==> config.mk <==
export PLATFORM = sky130hd
export DESIGN_NAME = packet_buffer_read_arbiter
export DESIGN_NICKNAME = d
export VERILOG_FILES = /design/src/rtl/packet_buffer_read_arbiter_pkg.sv /design/src/rtl/packet_buffer_read_arbiter_round_robin_picker.sv /design/src/rtl/packet_buffer_read_arbiter.sv
export SDC_FILE = /design/constraint.sdc
export NUM_CORES = 1
export LEC_CHECK = 0
export BUFFER_PORTS_ARGS = -buffer_cell sky130_fd_sc_hd__buf_4
export CAP_MARGIN = 20
export CORE_MARGIN = 2
export CORE_UTILIZATION = 35
export CTS_BUF_LIST = sky130_fd_sc_hd__clkbuf_2
export DETAILED_ROUTE_END_ITERATION = 12
export SYNTH_ARGS = -nofsm -noshare
export SYNTH_HDL_FRONTEND = slang
export SYNTH_SLANG_ARGS = --single-unit
==> constraint.sdc <==
create_clock -name clk -period 5.8 [get_ports clk]
set_input_delay 1.16 -clock clk [delete_from_list [all_inputs] [get_ports clk]]
set_output_delay 1.16 -clock clk [all_outputs]
set_load 0.01 [all_outputs]
==> src/rtl/packet_buffer_read_arbiter_pkg.sv <==
// rtl/packet_buffer_read_arbiter_pkg.sv - shared constants for the packet buffer read arbiter
package packet_buffer_read_arbiter_pkg;

  localparam int BYTE_LEN                   = 8;
  localparam int PACKET_BUFFER_SIZE         = 2048;
  localparam int PACKET_BUFFER_ADDR_WIDTH   = $clog2(PACKET_BUFFER_SIZE);
  // Worst-case cycles from ram_read_req to ram_read_ready before a read is abandoned
  localparam int PACKET_BUFFER_READ_TIMEOUT = 16;

  // Width of a client index; a single-client build still needs one bit
  function automatic int idx_width(input int n);
    return (n > 1) ? $clog2(n) : 1;
  endfunction

endpackage

==> src/rtl/packet_buffer_read_arbiter_round_robin_picker.sv <==
// rtl/packet_buffer_read_arbiter_round_robin_picker.sv - combinational round-robin pick after last index
module round_robin_picker
  import packet_buffer_read_arbiter_pkg::*;
#(
  parameter int NUM_CLIENTS = 2,
  parameter int IDX_W       = idx_width(NUM_CLIENTS)
) (
  input  logic [NUM_CLIENTS-1:0] req_i,
  input  logic [IDX_W-1:0]       last_i,
  output logic [NUM_CLIENTS-1:0] grant_o,
  output logic [IDX_W-1:0]       idx_o,
  output logic                   valid_o
);

  int               cand;
  logic [IDX_W-1:0] cand_idx;
  logic             found;

  // Scan clients starting just after last_i and wrapping; the first requester wins
  always_comb begin
    grant_o  = '0;
    idx_o    = '0;
    found    = 1'b0;
    cand     = 0;
    cand_idx = '0;
    for (int off = 1; off <= NUM_CLIENTS; off++) begin
      cand = int'(last_i) + off;
      if (cand >= NUM_CLIENTS) cand = cand - NUM_CLIENTS;
      cand_idx = IDX_W'(cand);
      if (!found && req_i[cand_idx]) begin
        found             = 1'b1;
        grant_o[cand_idx] = 1'b1;
        idx_o             = cand_idx;
      end
    end
    valid_o = found;
  end

endmodule

==> src/rtl/packet_buffer_read_arbiter.sv <==
// rtl/packet_buffer_read_arbiter.sv - round-robin sharing of the packet buffer RAM read port
module packet_buffer_read_arbiter
  import packet_buffer_read_arbiter_pkg::*;
#(
  parameter int NUM_CLIENTS    = 2,
  parameter int ADDR_WIDTH     = PACKET_BUFFER_ADDR_WIDTH,
  parameter int DATA_WIDTH     = BYTE_LEN,
  parameter int TIMEOUT_CYCLES = PACKET_BUFFER_READ_TIMEOUT
) (
  input  logic                              clk,
  input  logic                              reset,
  input  logic [NUM_CLIENTS-1:0]            client_req,
  input  logic [NUM_CLIENTS*ADDR_WIDTH-1:0] client_addr,
  output logic [NUM_CLIENTS-1:0]            client_ready,
  output logic [DATA_WIDTH-1:0]             client_out,
  output logic [NUM_CLIENTS-1:0]            grant,
  output logic                              ram_read_req,
  output logic [ADDR_WIDTH-1:0]             ram_read_addr,
  input  logic                              ram_read_ready,
  input  logic [DATA_WIDTH-1:0]             ram_read_out,
  output logic                              timeout_err
);

  localparam int IDX_W = idx_width(NUM_CLIENTS);
  localparam int TMR_W = $clog2(TIMEOUT_CYCLES + 1);
  localparam logic [TMR_W-1:0] TMR_LAST = TMR_W'(TIMEOUT_CYCLES - 1);

  localparam logic [1:0] S_IDLE = 2'd0;
  localparam logic [1:0] S_WAIT = 2'd1;
  localparam logic [1:0] S_DONE = 2'd2;

  logic [1:0]             state_q, state_d;
  logic [NUM_CLIENTS-1:0] grant_q, grant_d;
  logic [NUM_CLIENTS-1:0] mask_q, mask_d;
  logic [NUM_CLIENTS-1:0] ready_q, ready_d;
  logic [IDX_W-1:0]       idx_q, idx_d;
  logic [IDX_W-1:0]       last_q, last_d;
  logic [ADDR_WIDTH-1:0]  addr_q, addr_d;
  logic                   req_q, req_d;
  logic [TMR_W-1:0]       timer_q, timer_d;
  logic [DATA_WIDTH-1:0]  out_q, out_d;
  logic                   err_q, err_d;

  logic [NUM_CLIENTS-1:0] pick_grant;
  logic [IDX_W-1:0]       pick_idx;
  logic                   pick_valid;
  logic [ADDR_WIDTH-1:0]  pick_addr;
  logic                   timer_expired;

  // The just-served client is masked for one IDLE cycle so its lingering req is not re-granted
  round_robin_picker #(
    .NUM_CLIENTS(NUM_CLIENTS),
    .IDX_W      (IDX_W)
  ) u_picker (
    .req_i  (client_req & ~mask_q),
    .last_i (last_q),
    .grant_o(pick_grant),
    .idx_o  (pick_idx),
    .valid_o(pick_valid)
  );

  assign timer_expired = (timer_q == TMR_LAST);

  // Select the address of the client about to be granted
  always_comb begin
    pick_addr = '0;
    for (int i = 0; i < NUM_CLIENTS; i++) begin
      if (pick_grant[i]) pick_addr = client_addr[i*ADDR_WIDTH +: ADDR_WIDTH];
    end
  end

  // State register
  always_ff @(posedge clk) begin
    if (reset) state_q <= S_IDLE;
    else       state_q <= state_d;
  end

  // Next-state: IDLE -> WAIT on a pick, WAIT -> DONE on data or back to IDLE on timeout
  always_comb begin
    state_d = state_q;
    case (state_q)
      S_IDLE: if (pick_valid) state_d = S_WAIT;
      S_WAIT: begin
        if (ram_read_ready)     state_d = S_DONE;
        else if (timer_expired) state_d = S_IDLE;
      end
      S_DONE: state_d = S_IDLE;
      default: state_d = S_IDLE;
    endcase
  end

  // Next values of the grant, address, timer, data and status registers
  always_comb begin
    grant_d = grant_q;
    mask_d  = mask_q;
    ready_d = '0;
    idx_d   = idx_q;
    last_d  = last_q;
    addr_d  = addr_q;
    req_d   = 1'b0;
    timer_d = timer_q;
    out_d   = out_q;
    err_d   = err_q;
    case (state_q)
      S_IDLE: begin
        mask_d = '0;
        if (pick_valid) begin
          grant_d = pick_grant;
          idx_d   = pick_idx;
          addr_d  = pick_addr;
          req_d   = 1'b1;
          timer_d = '0;
        end
      end
      S_WAIT: begin
        if (ram_read_ready) begin
          out_d   = ram_read_out;
          ready_d = grant_q;
          last_d  = idx_q;
        end else if (timer_expired) begin
          // Abandon the read but still advance the pointer so no client can starve others
          err_d   = 1'b1;
          grant_d = '0;
          last_d  = idx_q;
        end else begin
          timer_d = timer_q + 1'b1;
        end
      end
      S_DONE: begin
        grant_d = '0;
        mask_d  = grant_q;
      end
      default: ;
    endcase
  end

  // Datapath registers; the pointer resets so client 0 wins the first arbitration
  always_ff @(posedge clk) begin
    if (reset) begin
      grant_q <= '0;
      mask_q  <= '0;
      ready_q <= '0;
      idx_q   <= '0;
      last_q  <= IDX_W'(NUM_CLIENTS - 1);
      addr_q  <= '0;
      req_q   <= 1'b0;
      timer_q <= '0;
      out_q   <= '0;
      err_q   <= 1'b0;
    end else begin
      grant_q <= grant_d;
      mask_q  <= mask_d;
      ready_q <= ready_d;
      idx_q   <= idx_d;
      last_q  <= last_d;
      addr_q  <= addr_d;
      req_q   <= req_d;
      timer_q <= timer_d;
      out_q   <= out_d;
      err_q   <= err_d;
    end
  end

  assign client_ready  = ready_q;
  assign client_out    = out_q;
  assign grant         = grant_q;
  assign ram_read_req  = req_q;
  assign ram_read_addr = addr_q;
  assign timeout_err   = err_q;

endmodule

; After elaboration in Yosys (flattened, before gate mapping)
; Cells that the tools add are included.
[totals]
reg_bits = 36
wordCells = 87
[op_classes]
n_lt_le_gt_ge = 6
eq_ne = 8
mux = 33
bitwise_logic = 6
n_addsub = 5
n_reduce_logical = 18
[op_table]
columns = op, n
row1 = 11-bit 2-to-1 mux, 2
row2 = 1-bit 2-to-1 mux, 15
row3 = 5-bit 2-to-1 mux, 3
row4 = 2-bit 2-to-1 mux, 7
row5 = 5-bit one-hot mux with 2 select lines, 1
row6 = 2-bit != test (second input constant), 4
row7 = 2-bit one-hot mux with 2 select lines, 2
row8 = 2-bit AND reduction, 4
row9 = 4-bit AND reduction, 2
row10 = 2-bit one-hot mux with 3 select lines, 1
row11 = 2-bit nonzero test, 3
row12 = 5-bit by 1-bit adder with 5-bit output (second input constant), 1
row13 = 5-bit by 4-bit equality test with 1-bit output (second input constant), 1
row14 = 1-bit by 2-bit less-than comparator with 1-bit output (second input constant), 2
row15 = 1-bit by 2-bit adder with 3-bit output (second input constant), 1
row16 = 3-bit by 2-bit greater-or-equal comparator with 1-bit output (second input constant), 1
row17 = 1-bit logical AND, 3
row18 = 3-bit != test (second input constant), 1
row19 = 1-bit inverter, 3
row20 = 3-bit AND reduction, 1
row21 = 3-bit nonzero test, 1
row22 = 3-bit OR reduction, 1
row23 = 1-bit by 1-bit adder with 2-bit output (second input constant), 1
row24 = 2-bit AND, 1
row25 = 11 further kinds, 14

; Longest topological paths before layout
; Gate-level depths: netlist of the first run.
[depth]
word_depth = 12
depth_mapped = 7

; Modules after synthesis
; From an unflattened synthesis of the first run, not the netlist that was laid out.
[hier_totals]
cells_unflattened = 183
hier_area_um2 = 1571.5
[by_module_without_submodules]
columns = mod, n_inst, seq_area_each_um2, cells_each, area_each_um2
row1 = packet_buffer_read_arbiter, 1, 720.7, 178, 1539.0
row2 = round_robin_picker, 1, 0.0, 5, 32.5

; Worst setup path after synthesis of the first run
; No wires, ideal clock.
[synth_timing]
kind = input to register
from = input client_req[1]
to = register state_q[0]
setup_time_ns = 0.115
arrival_ns = 2.020
stages = 5
required_time_ns = 5.685
setup_slack_ns = 3.665
cell_sequence = and2b_2 > o21ai_2 > buf_2 > nor2_1 > o21ba_1
[synth_between]
elab_chain_cells = 9
elab_cells_between_ends = 11
cone_classes = eq/ne: 1 / mux: 6 / bitwise: 1 / reduce/logical: 3
[synth_lines]
columns = item, line_no
row1 = start: declaration, packet_buffer_read_arbiter.sv:12  ; input logic [NUM_CLIENTS-1:0] client_req,
row2 = 2-bit AND (*), packet_buffer_read_arbiter.sv:55  ; .req_i (client_req & ~mask_q),
row3 = 1-bit 2-to-1 mux (implied by the code) (2 in series), packet_buffer_read_arbiter_round_robin_picker.sv:30  ; if (!found && req_i[cand_idx]) begin
row4 = 1-bit 2-to-1 mux, packet_buffer_read_arbiter_round_robin_picker.sv:30
row5 = 1-bit logical NOT, packet_buffer_read_arbiter_round_robin_picker.sv:30
row6 = 1-bit logical AND, packet_buffer_read_arbiter_round_robin_picker.sv:30
row7 = 1-bit 2-to-1 mux (*), packet_buffer_read_arbiter_round_robin_picker.sv:30
row8 = 2-bit != test (no line) (*), -
row9 = 2-bit AND reduction (no line) (*), -
row10 = end signal: assignment, packet_buffer_read_arbiter.sv:75  ; else state_q <= state_d;
row11 = end: declaration, packet_buffer_read_arbiter.sv:32  ; logic [1:0] state_q, state_d;
; Every way passes the cells marked *; elsewhere a longest branch is shown, timed or not. The select of a mux whose other input is x is not followed.
; A chain may end at the register's enable or synchronous reset.

; Worst setup path after layout of the first run
[layout_timing]
from = register grant_q[1], in the netlist grant[1]
to = output grant[1]
[layout_rtl]
columns = item, line_no
row1 = start: declaration, packet_buffer_read_arbiter.sv:33  ; logic [NUM_CLIENTS-1:0] grant_q, grant_d;
row2 = start signal: assignment, packet_buffer_read_arbiter.sv:151  ; grant_q <= grant_d;
row3 = end: declaration, packet_buffer_read_arbiter.sv:16  ; output logic [NUM_CLIENTS-1:0] grant,
; No word-level cell between the ends.

==> results by group, run 1 <==
Power and ir drop
  – Seq pwr share: 0.543
  – Pwr/cell area: 249 nW/um2
  – P_leak: 0.862 nW
  – Internal: 0.355 mW
  – Switching pwr: 0.152 mW
  – Clock power frac: 0.232
  – Combinational power share: 0.225
  – Sw frac: 0.300
  – Power, Total: 0.507 mW
  – VDD IR max: 92.0 uV

Drt
  – Met2 routed WL: 1890 um
  – Vias: 1,400
  – M1 wire length: 1620 um
  – DR top layer: met4
  – Drt initial violations: 34
  – Met3 Routed Length: 239 um
  – DRT Pass-1 Iters: 4
  – ANT nets after route: 0
  – Routed wire length: 3800 um
  – Vias/cell: 5.15
  – # DRC: 0
  – WL/cell: 14.0 um

CTS
  – Clk root buf: clkbuf_2
  – CTS clk-pin slew, worst paths: 0.17 ns
  – TritonCTS clock tree: done
  – Setup bufs post-CTS: 0
  – Cts bufs inserted: 5
  – Sink Count: 36
  – Post-CTS sizing: 0
  – Worst-Skew Late Latency: 0.38 ns
  – Max Root-Sink Buffers: 2
  – Hold buffers post-CTS: 0
  – Depth of the CTS H-tree: 2

Floorplan
  – Row cnt: 23
  – Total die area: 4880 um2
  – I/O Pins: 60
  – Core outline area: 4090 um2
  – Die width: 69.9 um
  – Initial core utilization: 0.372
  – DIE HEIGHT: 69.9 um

Final layout
  – Layout cells sized above 1: 0.329
  – N_diodes: 0
  – Most frequent cells in the layout: buf_4, dfxtp_1, nand2_1, a21oi_1, a22oi_1
  – Area Overhead vs Synth: 33.9%
  – Final core utilization: 0.498
  – Most common cell after layout, fill and taps aside: buf_4
  – Final cell count without fillers: 272
  – Nets: 261

Synthesis
  – Largest family of logic cells by synthesized area: compound AO/OA/AOI/OAI gates
  – Ranking of synthesized cells by area: dfxtp_1, a22oi_1, o2bb2ai_1
  – Post-synth top area cell: dfxtp_1
  – Synth Area in Compound Gates: 0.250
  – Synth Area in XOR/XNOR: 0
  – Synth unique cells: 32
  – FF+latch count, synth: 36
  – Sequential area share after synthesis: 0.474
  – Post-synthesis adder-cell area fraction: 0.0412
  – Post-Syn Area: 1520 um2
  – Avg Cell Area, Syn: 9.32 um2
  – Simple-gate share of the synthesized area: 0.176
  – Area share of the largest cell type after synthesis: 0.474
  – Ys Warns: 0
  – Syn nets: 203
  – Cells after Synth: 163
  – Mux share of post-synthesis cell area: 0.0132

Placed design
  – # port buffers: 59
  – HPWL Detailed: 2890 um
  – Dpl cells: 263
  – Placer Congestion: 0.731

STA
  – Final Hold Viols: 0
  – Post-layout min period: 2.12 ns
  – Final count of negative-setup-slack endpoints: 0
  – TNS Setup: 0 ns
  – Max Transition Viols Final: 0
  – Period utilization: 0.365
  – RSZ-0062 raised after global routing: no
  – Slew at the pin closest to its max-slew limit: 0.655 ns
  – Slew headroom: 0.563
  – Fmax: 0.472 GHz
  – Max Clock Skew: 0.0198 ns

Global route
  – Largest net degree at the start of global routing: 37
  – Antenna violations before repair: 0
  – First-pass GRT wire length: 6170 um
  – Congestion Overflow GR: 0
  – GRT Resource Usage Total: 0.156
  – Vias in the first global route: 1,376

Worst hold path
  – Worst hold path class: reg2reg

Setup path
  – CP max-delay cell: dfxtp_1
  – Arr. time, crit path: 0.96 ns
  – CP delay by family, top: flip-flops
  – Worst setup EP type: primary output
  – Critical path type: reg2out
  – Worst-path fanout max: 4
  – Critical-path cell list: buf_4
  – Worst path buffer plus inverter count: 1
  – Critical Path Source Type: register
  – Largest stage delay on the critical path: 0.44 ns
  – Critical Path RT: 4.64 ns

Run status
  – Status: complete, no violations

Flow run
  – MaxCap Viol Count: 0
## cells in the mapped netlist
cell type and instances:
a21oi_1 17, a22oi_1 13, and2_0 1, and2b_2 2
and3_1 2, buf_2 3, buf_4 1, clkbuf_1 5
dfxtp_1 36, ha_1 5, inv_1 7, mux2i_1 2
nand2_1 17, nand2b_1 3, nand3_1 1, nand3b_1 2
nor2_1 9, nor2b_1 1, nor3_1 2, nor3b_1 4
nor3b_4 1, o21a_1 2, o21ai_0 7, o21ai_2 1
o21ba_1 1, o21bai_1 1, o2bb2ai_1 11, o31a_1 1
o32ai_2 1, or3_1 2, or4_1 1, or4b_1 1
## worst paths after layout
kind                                          startpoint                        to  slack, ns  depth (start not counted)
worst max register to register   timer_q[0]$_SDFFE_PP0P_   timer_q[3]$_SDFFE_PP0P_       3.75                          7
worst min-delay path            timeout_err$_SDFFE_PP0P_  timeout_err$_SDFFE_PP0P_       0.46                          2
worst min register to register  timeout_err$_SDFFE_PP0P_  timeout_err$_SDFFE_PP0P_       0.46                          2
worst max-delay path               grant[1]$_SDFFE_PP0P_                  grant[1]       3.68                          1
## metrics by stage
step | instance area, um2 | worst slack (ns) | hold slack (ns)
CTS | 2030 | 3.42 | 0.463
global route | 2030 | 3.61 | 0.484
finish | 2030 | 3.68 | 0.464
detailed placement | 1980 | 2.99 | 0.442
floorplan | 1520 | 3.67 | 0.446
global placement | 1980 | 3.10 | 0.443
## cells by family (layout without fill, tap and decap cells)
logic type	Yosys count	after routing
compound gates	55	55
buf+inv	16	75
simple gates	49	49
mux	2	2
flops	36	36
fa+ha+maj	5	5
## flip-flops by register name, summed over array words and instances, names as in the netlist
register       count
ram_read_req       1
timer_q            5
grant              2
client_out         8
idx_q              1
mask_q             2
state_q            2
last_q             1
client_ready       2
ram_read_addr     11
timeout_err        1
## per-layer routing
| metal | GRT usage | up-vias |
|---|---|---|
| met2 | 0.277 | 47 |
| met3 | 0.0447 | 5 |
| li1 | - | 702 |
| met5 | 0 | - |
| met1 | 0.180 | 646 |
| met4 | 0.0513 | 0 |
## area by class of cell
type                       instances  area [um2]
timing repair buffer              60         450
multi-input combinational        111         731
inverter                           7        26.3
clock buffer                       7        35.0
tap                               50        62.6
clock inverter                     1        8.76
fill                             409        2050
sequential                        36         721
## power by group through the flow
stage	clock, mW	sequential [mW]	combinational (mW)
after floorplan	0	0.284	0.0579
after global placement	0	0.280	0.112
after detailed placement	0	0.280	0.115
after CTS	0.122	0.276	0.115
after global routing	0.132	0.278	0.125
final	0.118	0.276	0.114
(Power assumes the default switching activity.)
==> inputs of run 2 (changes only) <==
- clock period: 5.8 -> 1.9 ns (I/O delays scaled with it)
==> run 2 against run 1 <==
Sequential power grew to 3.0 times the previous value; highest routed layer unchanged; final cell count is 2.2% higher; critical path depth rose by 6; wire length is 1.2% higher.
==> results by group, run 2 (same netlist as run 1, synthesis figures left out) <==
Power and ir drop
  – Clock power frac: 0.383
  – Sw frac: 0.243
  – P_leak: 0.921 nW
  – Internal: 1.49 mW
  – VDD IR max: 392 uV
  – Power, Total: 1.96 mW
  – Combinational power share: 0.190
  – Pwr/cell area: 900 nW/um2
  – Seq pwr share: 0.427
  – Switching pwr: 0.476 mW

Run status
  – Status: complete, no violations

Placed design
  – Dpl cells: 268
  – Placer Congestion: 0.701
  – # port buffers: 59
  – HPWL Detailed: 2820 um
  – Post-Place Cell Area: 2020 um2

STA
  – Max Clock Skew: 0.0119 ns
  – Post-layout min period: 1.81 ns
  – Max Transition Viols Final: 0
  – WHS: 0.179 ns
  – RSZ-0062 raised after global routing: yes
  – Slew at the pin closest to its max-slew limit: 0.459 ns
  – Final count of negative-setup-slack endpoints: 0
  – Period utilization: 0.953
  – Slew headroom: 0.694
  – Fmax: 0.552 GHz
  – Final Hold Viols: 0

Setup path
  – Crit path launch: timer_q[1]$_SDFFE_PP0P_
  – Critical R2R Launch: timer_q[1]$_SDFFE_PP0P_
  – Critical path type: reg2reg
  – Critical Path Source Type: register
  – Worst setup EP type: register
  – Arr. time, crit path: 2.15 ns
  – Worst-path fanout max: 4
  – Critical Path RT: 2.24 ns

Final layout
  – Fillers: 381
  – Post-Layout Inst Area: 2180 um2
  – Most common cell after layout, fill and taps aside: buf_4
  – Nets: 267
  – Max reg flops: 11
  – Area Overhead vs Synth: 43.4%
  – Most frequent cells in the layout: buf_4, dfxtp_1, nand2_1, a21oi_1, a22oi_1
  – N_diodes: 0
  – Layout cells sized above 1: 0.373
  – Final cell count without fillers: 278

Drt
  – Drt initial violations: 116
  – # DRC: 0
  – DRT Pass-1 Iters: 4
  – Routed wire length: 3850 um
  – Vias: 1,425
  – WL/cell: 13.8 um
  – ANT nets after route: 0
  – Vias/cell: 5.13

Global route
  – GR Util met1: 0.196
  – Gr busiest metal: met2
  – Congestion Overflow GR: 0
  – M2 GR Usage: 0.281
  – Antenna violations before repair: 0
  – Largest net degree at the start of global routing: 37
  – First-pass GRT wire length: 6570 um
  – GRT Resource Usage Total: 0.167
  – Grt met3 use: 0.0548
  – Vias in the first global route: 1,453

Floorplan
  – Row cnt: 23
  – Initial core utilization: 0.372
  – DIE HEIGHT: 69.9 um
  – Die width: 69.9 um
  – Total die area: 4880 um2
  – Core outline area: 4090 um2
  – I/O Pins: 60

CTS
  – Sink Count: 36
  – TritonCTS clock tree: done
  – Hold buffers post-CTS: 0
  – Depth of the CTS H-tree: 2
  – Worst-Skew Late Latency: 0.39 ns
  – CTS clk-pin slew, worst paths: 0.19 ns
  – Clk root buf: clkbuf_2
  – Cts bufs inserted: 5
  – Max Root-Sink Buffers: 2

Flow run
  – MaxCap Viol Count: 0

Worst hold path
  – Worst hold path class: in2reg
  – Hold_sp: client_addr[1]
-- run 2: cell types whose count changed in the layout (fill, tap and decap cells not counted), moves of 2 or more --
cell       before  now
dfxtp_2         0    2
dfxtp_1        36   34
ha_1            5    3
clkbuf_2        7    5
bufinv_16       0    3
buf_4          59   66
-- run 2: area by class of cell --
class                      count  area (um2)  area share
multi-input combinational    111         756       0.347
sequential                    36         723       0.332
timing repair buffer          66         495       0.227
clock inverter                 3        90.1      0.0414
tap                           50        62.6      0.0287
inverter                       7        26.3      0.0121
clock buffer                   5        25.0      0.0115
-- run 2: worst paths after layout --
path	end	depth (start not counted)	slack, ns
max reg2reg	grant[0]$_SDFFE_PP0P_	7	0.09
min reg2reg	timeout_err$_SDFFE_PP0P_	2	0.46
max	grant[0]$_SDFFE_PP0P_	7	0.09
min	ram_read_addr[1]$_SDFFE_PP0P_	2	0.18
-- run 2: power by group through the flow --
| stage | clock network, mW | logic (mW) | registers [mW] |
|---|---|---|---|
| 6_report | 0.751 | 0.373 | 0.838 |
| 5_1_grt | 0.803 | 0.415 | 0.845 |
| 2_1_floorplan | 0 | 0.177 | 0.867 |
| 3_3_place_gp | 0 | 0.358 | 0.851 |
| 3_5_place_dp | 0 | 0.366 | 0.853 |
| 4_1_cts | 0.770 | 0.368 | 0.838 |
-- run 2: critical path, stage by stage, from the launching register on --
cell and delay [ns]:
dfxtp_2 0.38, ha_2 0.17, and3_4 0.19, ha_4 0.15, nand3b_1 0.11, o21a_1 0.16
or4_1 0.48, a21oi_1 0.13
-- run 2: repair_timing --
action,in CTS,in global routing
setup endpoints to repair,2,8
buffers inserted,0,2
gates cloned,0,0
pin swaps,0,2
gates resized for setup,1,6
-- run 2: metrics by stage --
| stage | util | worst slack, ns | setup TNS (ns) |
|---|---|---|---|
| floorplan | - | 0.0599 | 0 |
| global placement | 0.494 | 0.106 | 0 |
| detailed placement | 0.494 | 0.0108 | 0 |
| CTS | 0.523 | 0.000527 | 0 |
| global route | 0.533 | -0.0203 | -0.0203 |
| finish | 0.533 | 0.0886 | 0 |
-- run 2: routing by layer --
layer,part of all wire,wire (um)
met4,0.014,54
met1,0.41,1600
met3,0.075,290
met5,0,0
met2,0.50,1910
